$ cat config.mk
export PLATFORM = sky130hd
export DESIGN_NAME = sram_mem_ctrl
export DESIGN_NICKNAME = d
export VERILOG_FILES = /design/src/rtl/sram_mem_ctrl.sv
export SDC_FILE = /design/constraint.sdc
export NUM_CORES = 1
export LEC_CHECK = 0
export BUFFER_PORTS_ARGS = -buffer_cell sky130_fd_sc_hd__buf_2
export CORE_MARGIN = 10
export CORE_UTILIZATION = 40
export DETAILED_ROUTE_END_ITERATION = 16
export MAX_ROUTING_LAYER = met4
export PLACE_DENSITY = 0.71
export SETUP_SLACK_MARGIN = 0.02
export SYNTH_ARGS = -nofsm -noshare
export SYNTH_HDL_FRONTEND = slang
export SYNTH_SLANG_ARGS = --single-unit
$ cat constraint.sdc
create_clock -name clk -period 2.15 [get_ports clk]
set_input_delay 0.43 -clock clk [delete_from_list [all_inputs] [get_ports clk]]
set_output_delay 0.43 -clock clk [all_outputs]
set_load 0.05 [all_outputs]
$ cat src/rtl/sram_mem_ctrl.sv
// rtl/sram_mem_ctrl.sv - MEM-stage word access sequenced as two 16-bit SRAM half accesses
// Optional SRAM_STATS_EN adds saturating read/write/stall counters.
module sram_mem_ctrl #(
    parameter int          ADDR_W    = 17,
    parameter logic [31:0] BASE_ADDR = 32'd1024,
    parameter int          SRAM_WAIT = 1
) (
    input  logic              clk,
    input  logic              rst,
    input  logic              MEM_R_EN,
    input  logic              MEM_W_EN,
    input  logic [31:0]       ALU_Res,
    input  logic [31:0]       ST_Val,
    output logic [31:0]       MEM_Result,
    output logic              ready,
    output logic [ADDR_W-1:0] SRAM_ADDR,
    output logic [15:0]       SRAM_WDATA,
    output logic              SRAM_WE_N,
    input  logic [15:0]       SRAM_RDATA
`ifdef SRAM_STATS_EN
    ,
    output logic [15:0]       rd_cnt,
    output logic [15:0]       wr_cnt,
    output logic [15:0]       stall_cnt
`endif
);

    typedef enum logic [1:0] {IDLE, LO, HI, DONE} state_t;

    localparam logic [2:0] WAIT_LAST = 3'(SRAM_WAIT);

    state_t            state;
    state_t            state_nxt;
    logic [2:0]        wait_cnt;
    logic              last_beat;
    logic              req;
    logic              op_wr;
    logic [ADDR_W-2:0] idx;
    logic [15:0]       hi_data;
    logic [31:0]       offset;
    logic [ADDR_W-2:0] idx_in;
    logic              unused_bits;

    assign req         = MEM_R_EN | MEM_W_EN;
    assign last_beat   = (wait_cnt == WAIT_LAST);
    assign offset      = ALU_Res - BASE_ADDR;
    assign idx_in      = offset[ADDR_W:2];
    assign unused_bits = ^{offset[31:ADDR_W+1], offset[1:0]};

    always_ff @(posedge clk) begin
        if (rst) state <= IDLE;
        else     state <= state_nxt;
    end

    always_comb begin
        state_nxt = state;
        ready     = 1'b0;
        case (state)
            IDLE: begin
                ready = ~req;
                if (req) state_nxt = LO;
            end
            LO:   if (last_beat) state_nxt = HI;
            HI:   if (last_beat) state_nxt = DONE;
            DONE: begin
                ready     = 1'b1;
                state_nxt = IDLE;
            end
            default: state_nxt = IDLE;
        endcase
    end

    // Address/data/WE_N are registered once per half so the SRAM sees them stable for the whole half.
    always_ff @(posedge clk) begin
        if (rst) begin
            wait_cnt   <= 3'd0;
            op_wr      <= 1'b0;
            idx        <= '0;
            hi_data    <= 16'h0;
            SRAM_ADDR  <= '0;
            SRAM_WDATA <= 16'h0;
            SRAM_WE_N  <= 1'b1;
            MEM_Result <= 32'h0;
        end else begin
            case (state)
                IDLE: begin
                    if (req) begin
                        op_wr      <= MEM_W_EN;
                        idx        <= idx_in;
                        hi_data    <= ST_Val[31:16];
                        SRAM_ADDR  <= {idx_in, 1'b0};
                        SRAM_WDATA <= ST_Val[15:0];
                        SRAM_WE_N  <= ~MEM_W_EN;
                        wait_cnt   <= 3'd0;
                    end
                end
                LO: begin
                    if (last_beat) begin
                        if (!op_wr) MEM_Result[15:0] <= SRAM_RDATA;
                        SRAM_ADDR  <= {idx, 1'b1};
                        SRAM_WDATA <= hi_data;
                        wait_cnt   <= 3'd0;
                    end else begin
                        wait_cnt <= wait_cnt + 3'd1;
                    end
                end
                HI: begin
                    if (last_beat) begin
                        if (!op_wr) MEM_Result[31:16] <= SRAM_RDATA;
                        SRAM_WE_N <= 1'b1;
                        wait_cnt  <= 3'd0;
                    end else begin
                        wait_cnt <= wait_cnt + 3'd1;
                    end
                end
                default: ;
            endcase
        end
    end

`ifdef SRAM_STATS_EN
    always_ff @(posedge clk) begin
        if (rst) begin
            rd_cnt    <= 16'h0;
            wr_cnt    <= 16'h0;
            stall_cnt <= 16'h0;
        end else begin
            if (state == HI && last_beat) begin
                if (op_wr && wr_cnt != 16'hFFFF)       wr_cnt <= wr_cnt + 16'd1;
                else if (!op_wr && rd_cnt != 16'hFFFF) rd_cnt <= rd_cnt + 16'd1;
            end
            if (!ready && stall_cnt != 16'hFFFF) stall_cnt <= stall_cnt + 16'd1;
        end
    end
`endif

endmodule

==> results.txt, run 1 <==
Status: finished, final reports clean
Top-area cell type share of the netlist area: 0.4963
Layout area overhead: 24.16%
Setup crit start: state[0]$_SDFFE_PP0P_
Reg2reg start: state[1]$_SDFFE_PP0P_
Wire per inst: 14.69 um
Fin. Hold Viols: 0
Gpl congestion: 0.8394
Clk_skew: 0.02056 ns
Total Routed Length: 11.24 mm
Placed Cells incl. Taps: 749
Worst EP required: 1.72 ns
Most common cell after layout, fill and taps aside: buf_2
Hold Buf Count CTS: 0
Global-route wire length before repair: 18.04 mm
Final nets: 714
1st-iter DRT viols: 199
I/O Pins: 151
# diodes: 0
Worst Max-Slew Pin Slew: 0.8540 ns
Max VDD drop: 779.3 uV
DR vias/cell: 4.970
Commonest non-fill, non-tap cells in the layout: 133 x buf_2, 130 x nand2_1, 104 x dfxtp_1
DR pass1 iterations: 4
Final cycle utilization of the critical path: 0.9282
Worst skew pair latency: 0.36 ns
Core area: 10280 um2
Initial antenna violation count: 0
Yosys cell types: 43
GR Overflow Total: 0
Max cap viols: 0
Crit end category: primary output
ANT nets after route: 0
Largest net degree at the start of global routing: 62
Die height: 122.4 um
CP Max Fanout: 10
Max Freq: 0.5011 GHz
Max Transition Viols Final: 0
H-tree lvl count: 3
Startpoint class of the critical path: register
Starting density of the core: 0.4082
Die Span X: 122.4 um
Final Non-Filler Cells: 765
Final setup fails: 0
Clock network power share: 0.147
Crit path to: ready
Critical Path AT: 1.57 ns
Number of remaining DRC errors: 0
Leakage power: 0.002205 uW
Gr usage total: 0.1489
Share of cells above drive strength 1: 0.2782
Post-synthesis sequential area ratio: 0.4963
Reg2reg path depth: 7
Worst rel slew slack: 0.4306
Vias in the first global route: 3676
Worst Hold Depth: 2
Gate count after technology mapping: 501
Power per Cell Area: 1452 nW/um2
Placement Rows: 37
Mapped Nets: 591
RSZ-0062 raised after global routing: false
Clock slew at reported path FFs: 0.11 ns
Internal power: 3995 uW
Sinks on Clock Net: 104
Post-synth EDFFs: 0
Ys async rst share: 0
Synth Cell Area: 4195 um2
Clock root buffer: clkbuf_8
Total CTS buffers: 9
Post-synth top flop: dfxtp_1
CTS tree: built
Hold crit path type: in2reg
Port bufs: 134
Flops & latches, synth: 104
Period minus WS final: 1.996 ns
Top cells by area, synth: dfxtp_1 50%, nand2_1 12%, a21oi_1 8.2%
Via count: 3802
Critical path type: reg2out
Die area: 14980 um2
Worst r2r dst: SRAM_ADDR[16]$_SDFFE_PP0P_
Seq pwr share: 0.352
Post-DP HPWL: 8.224 mm
Setup TNS: 0 ns
Largest area contributor in the netlist: dfxtp_1
CTS max path bufs: 2
Reg2Reg Setup Slack: 0.28 ns
Combinational power share: 0.501
Switch Pwr: 3566 uW
Avg Inst Size Synth: 8.374 um2
Sw Share: 0.4716
Yosys warns: 0
-- worst max-delay path, stage by stage (launching register included) --
cell and delay, ns:
dfxtp_1 0.35, inv_2 0.11, ha_4 0.20, nor3b_2 0.19, nor2_1 0.07, nor2_2 0.12, buf_6 0.17
-- timing repair --
action / 4_1_cts / 5_1_grt
gates cloned: 0 / 0
pin swaps: 0 / 0
gates resized for setup: 3 / 3
setup buffers: 0 / 0
setup endpoints to repair: 1 / 1
-- state kept, by name, indices dropped and copies added, names as in the netlist --
signal and count:
MEM_Result 32, SRAM_ADDR 17, SRAM_WDATA 16, SRAM_WE_N 1, hi_data 16, idx 16, op_wr 1, state 2
wait_cnt 3
-- synthesized netlist by cell type, drive strengths merged (3+ instances only) --
master  number
a211oi      31
a21oi       69
buf         14
clkbuf      21
dfxtp      104
ha           6
inv          6
mux2i       25
nand2      130
nand3        3
nor2        41
nor3         4
nor3b        5
o21ai       11
xnor2        4
-- cells by family (layout without fill, tap and decap cells) --
logic type / after synthesis / in the layout / synth area share
AND/OR/NAND/NOR: 196 / 196 / 0.1974
AO/OA/AOI/OAI: 124 / 124 / 0.1763
flip-flops: 104 / 104 / 0.4963
buffers and inverters: 41 / 169 / 0.04205
multiplexers: 25 / 25 / 0.05965
adder cells (fa/ha/maj): 6 / 6 / 0.01789
XOR/XNOR: 5 / 5 / 0.01044
-- layout make-up --
type | count | area (um2)
sequential | 104 | 2082
timing repair buffer | 147 | 787.0
multi-input combinational | 356 | 1969
inverter | 6 | 22.52
clock buffer | 9 | 123.9
clock inverter | 7 | 53.80
tap | 136 | 170.2
fill | 1049 | 5069
-- stage by stage --
stage | area (um2) | total power, uW | util | setup slack, ns | hold WS, ns
detailed placement | 5012 | 6484 | 0.4877 | 0.1511 | 0.4447
CTS | 5205 | 7640 | 0.5065 | 0.03786 | 0.2630
global placement | 5012 | 6378 | 0.4877 | 0.2701 | 0.4388
floorplan | 4198 | 5489 | - | 0.1808 | 0.4360
finish | 5209 | 7561 | 0.5068 | 0.1543 | 0.2800
global route | 5209 | 8096 | 0.5068 | 0.04166 | 0.2715
-- power groups by stage --
stage / sequential, uW / clock (uW) / combinational, uW
after floorplan: 3720 / 0 / 1770
after global placement: 2680 / 0 / 3700
after detailed placement: 2700 / 0 / 3780
after CTS: 2660 / 1150 / 3830
after global routing: 2730 / 1230 / 4140
final: 2660 / 1110 / 3790
-- worst min path at each step --
stage	slack, ns	from	endpoint
floorplan	0.44	hi_data[0]$_SDFFE_PP0P_	hi_data[0]$_SDFFE_PP0P_
finish	0.28	rst	SRAM_ADDR[12]$_SDFFE_PP0P_
global route	0.27	ST_Val[17]	hi_data[1]$_SDFFE_PP0P_
detailed placement	0.44	MEM_Result[22]$_SDFFE_PP0P_	MEM_Result[22]$_SDFFE_PP0P_
CTS	0.26	rst	SRAM_ADDR[12]$_SDFFE_PP0P_
global placement	0.44	MEM_Result[16]$_SDFFE_PP0P_	MEM_Result[16]$_SDFFE_PP0P_
-- routing by layer --
metal / share of wire / GRT usage / vias up
li1: - / - / 1954
met3: 0.082 / 0.04959 / 9
met2: 0.44 / 0.2291 / 121
met4: 0.0069 / 0.03535 / 0
met1: 0.47 / 0.1850 / 1718
met5: 0 / - / -
No activity file was read; power rests on OpenSTA's default activity.
==> inputs of run 2 (changes only) <==
--- a/config.mk
+++ b/config.mk
@@ -9,7 +9,6 @@
 export CORE_MARGIN = 10
 export CORE_UTILIZATION = 40
 export DETAILED_ROUTE_END_ITERATION = 16
-export MAX_ROUTING_LAYER = met4
 export PLACE_DENSITY = 0.71
 export SETUP_SLACK_MARGIN = 0.02
 export SYNTH_ARGS = -nofsm -noshare
==> run 2 against run 1 <==
Against the previous run: clock power about the same; register-to-register slack about the same; non-clock buffer count unchanged; global-route usage decreased by 0.44 points; largest cell class unchanged; largest power group unchanged; highest routed layer unchanged.
==> results.txt, run 2 (synthesis gave the netlist of run 1 again) <==
Status: finished, final reports clean (unchanged)
Multi-input gate area: 1969 um2 (unchanged)
Critical Path AT: 1.56 ns (was 1.57 ns)
Postcts setup bufs: 0 (unchanged)
Starting density of the core: 0.4082 (unchanged)
FF/Latch Area: 2082 um2 (unchanged)
Clock network power share: 0.148 (was 0.147)
Number of remaining DRC errors: 0 (unchanged)
Critical path type: reg2out (unchanged)
Max Transition Viols Final: 0 (unchanged)
ANT nets after route: 0 (unchanged)
Final cycle utilization of the critical path: 0.9275 (was 0.9282)
Gr usage total: 0.1444 (was 0.1489)
1st-iter DRT viols: 204 (was 199)
I/O Pins: 151 (unchanged)
Reg2reg start: state[1]$_SDFFE_PP0P_ (unchanged)
GR Layer Usage met2: 0.2291 (unchanged)
Most common cell after layout, fill and taps aside: buf_2 (unchanged)
Final setup fails: 0 (unchanged)
Leakage power: 0.002205 uW (unchanged)
Setup crit start: state[0]$_SDFFE_PP0P_ (unchanged)
# diodes: 0 (unchanged)
Largest Register: MEM_Result (unchanged)
Switch Pwr: 3573 uW (was 3566 uW)
Gpl congestion: 0.8270 (was 0.8394)
Sinks on Clock Net: 104 (unchanged)
Total Routed Length: 11.30 mm (was 11.24 mm)
Worst skew pair latency: 0.36 ns (about the same)
Port bufs: 134 (unchanged)
GR Overflow Total: 0 (unchanged)
Final nets: 714 (unchanged)
Share of cells above drive strength 1: 0.2782 (unchanged)
Crit end category: primary output (unchanged)
Internal power: 3995 uW (about the same)
Total CTS buffers: 9 (unchanged)
Seq pwr share: 0.352 (about the same)
Core area: 10280 um2 (unchanged)
GR Util met1: 0.1806 (was 0.1850)
Die height: 122.4 um (unchanged)
Commonest non-fill, non-tap cells in the layout: 133 x buf_2, 130 x nand2_1, 104 x dfxtp_1 (unchanged)
Most used routing layer: met2 (unchanged)
Placement Rows: 37 (unchanged)
Largest net degree at the start of global routing: 62 (unchanged)
Setup TNS: 0 ns (unchanged)
Worst r2r dst: SRAM_ADDR[16]$_SDFFE_PP0P_ (unchanged)
DR pass1 iterations: 4 (unchanged)
Via count: 3845 (was 3802)
Vias in the first global route: 3671 (was 3676)
CP Max Fanout: 10 (unchanged)
Max VDD drop: 783.4 uV (was 779.3 uV)
Reg2reg path depth: 7 (unchanged)
Hold crit path type: in2reg (unchanged)
Combinational power share: 0.501 (about the same)
Clock slew at reported path FFs: 0.11 ns (about the same)
RSZ-0062 raised after global routing: false (unchanged)
DR vias/cell: 5.026 (was 4.970)
Crit path to: ready (unchanged)
Startpoint class of the critical path: register (unchanged)
Clk_skew: 0.02000 ns (was 0.02056 ns)
Die Span X: 122.4 um (unchanged)
Power per Cell Area: 1453 nW/um2 (was 1452 nW/um2)
Fill count: 1049 (unchanged)
CTS tree: built (unchanged)
Period minus WS final: 1.994 ns (was 1.996 ns)
Reg2Reg Setup Slack: 0.28 ns (about the same)
Worst Max-Slew Pin Slew: 0.8657 ns (was 0.8540 ns)
Max reg flops: 32 (unchanged)
Largest registers: MEM_Result x32, SRAM_ADDR x17 (unchanged)
Worst EP required: 1.72 ns (about the same)
Clock root buffer: clkbuf_8 (unchanged)
Global-route wire length before repair: 18.05 mm (was 18.04 mm)
Total Power: 7568 uW (was 7561 uW)
CTS max path bufs: 2 (unchanged)
Max Freq: 0.5015 GHz (was 0.5011 GHz)
Die area: 14980 um2 (unchanged)
Sw Share: 0.4722 (was 0.4716)
Initial antenna violation count: 0 (unchanged)
Worst rel slew slack: 0.4228 (was 0.4306)
Met3 Use GR: 0.05647 (was 0.04959)
Wire per inst: 14.76 um (was 14.69 um)
H-tree lvl count: 3 (unchanged)
Fin. Hold Viols: 0 (unchanged)
Post-DP HPWL: 8.224 mm (unchanged)
Layout area overhead: 24.16% (unchanged)
Max cap viols: 0 (unchanged)
==> run 2: cell counts in the layout (fill, tap and decap cells not counted) <==
No cell type changed its count.
==> run 2: area by class of cell <==
type,instances,share of cell area
clock buffers,9,0.02378
clock inverters,7,0.01033
inverters,6,0.004324
multi-input cells,356,0.3781
flip-flops and latches,104,0.3997
well taps,136,0.03267
repair buffers,147,0.1511
==> run 2: how the worst min path moves through the flow <==
| stage | startpoint | end | slack [ns] | cells after the start |
|---|---|---|---|---|
| detailed placement | MEM_Result[22]$_SDFFE_PP0P_ | MEM_Result[22]$_SDFFE_PP0P_ | 0.44 | 2 |
| global placement | MEM_Result[16]$_SDFFE_PP0P_ | MEM_Result[16]$_SDFFE_PP0P_ | 0.44 | 2 |
| CTS | rst | SRAM_ADDR[12]$_SDFFE_PP0P_ | 0.26 | 2 |
| floorplan | hi_data[0]$_SDFFE_PP0P_ | hi_data[0]$_SDFFE_PP0P_ | 0.44 | 2 |
| finish | rst | SRAM_ADDR[12]$_SDFFE_PP0P_ | 0.28 | 2 |
| global route | ST_Val[17] | hi_data[1]$_SDFFE_PP0P_ | 0.27 | 3 |
==> run 2: power groups by stage <==
stage,registers (uW),clock network [uW],logic (uW)
finish,2660,1120,3790
global route,2730,1230,4140
CTS,2660,1150,3830
detailed placement,2700,0,3780
floorplan,3720,0,1770
global placement,2680,0,3700
==> run 2: through the flow <==
step           instances  worst slack, ns  area, um2  hold slack (ns)  utilization
3_5_place_dp         749           0.1511       5012           0.4447       0.4877
5_1_grt              765          0.04167       5209           0.2715       0.5068
6_report             765           0.1558       5209           0.2781       0.5068
4_1_cts              765          0.03786       5205           0.2630       0.5065
3_3_place_gp         749           0.2701       5012           0.4388       0.4877
2_1_floorplan        501           0.1808       4198           0.4360            -
==> run 2: critical path: stages (launching register included) <==
cell     delay [ns]
dfxtp_1        0.35
inv_2          0.11
ha_4           0.20
nor3b_2        0.19
nor2_1         0.07
nor2_2         0.11
buf_6          0.17
==> run 2: metal layers <==
metal  wire (um)  share of wire  up-vias
li1            -              -     1952
met2        4961           0.44      131
met4          78         0.0069        0
met1        5104           0.45     1751
met3        1150           0.10       11
met5           0              0        -
==> run 2: timing repair <==
| action | CTS | global route |
|---|---|---|
| cloned | 0 | 0 |
| hold endpoints to repair | 0 | 0 |
| hold buffers | 0 | 0 |
| setup endpoints to repair | 1 | 1 |
| resized for setup | 3 | 3 |
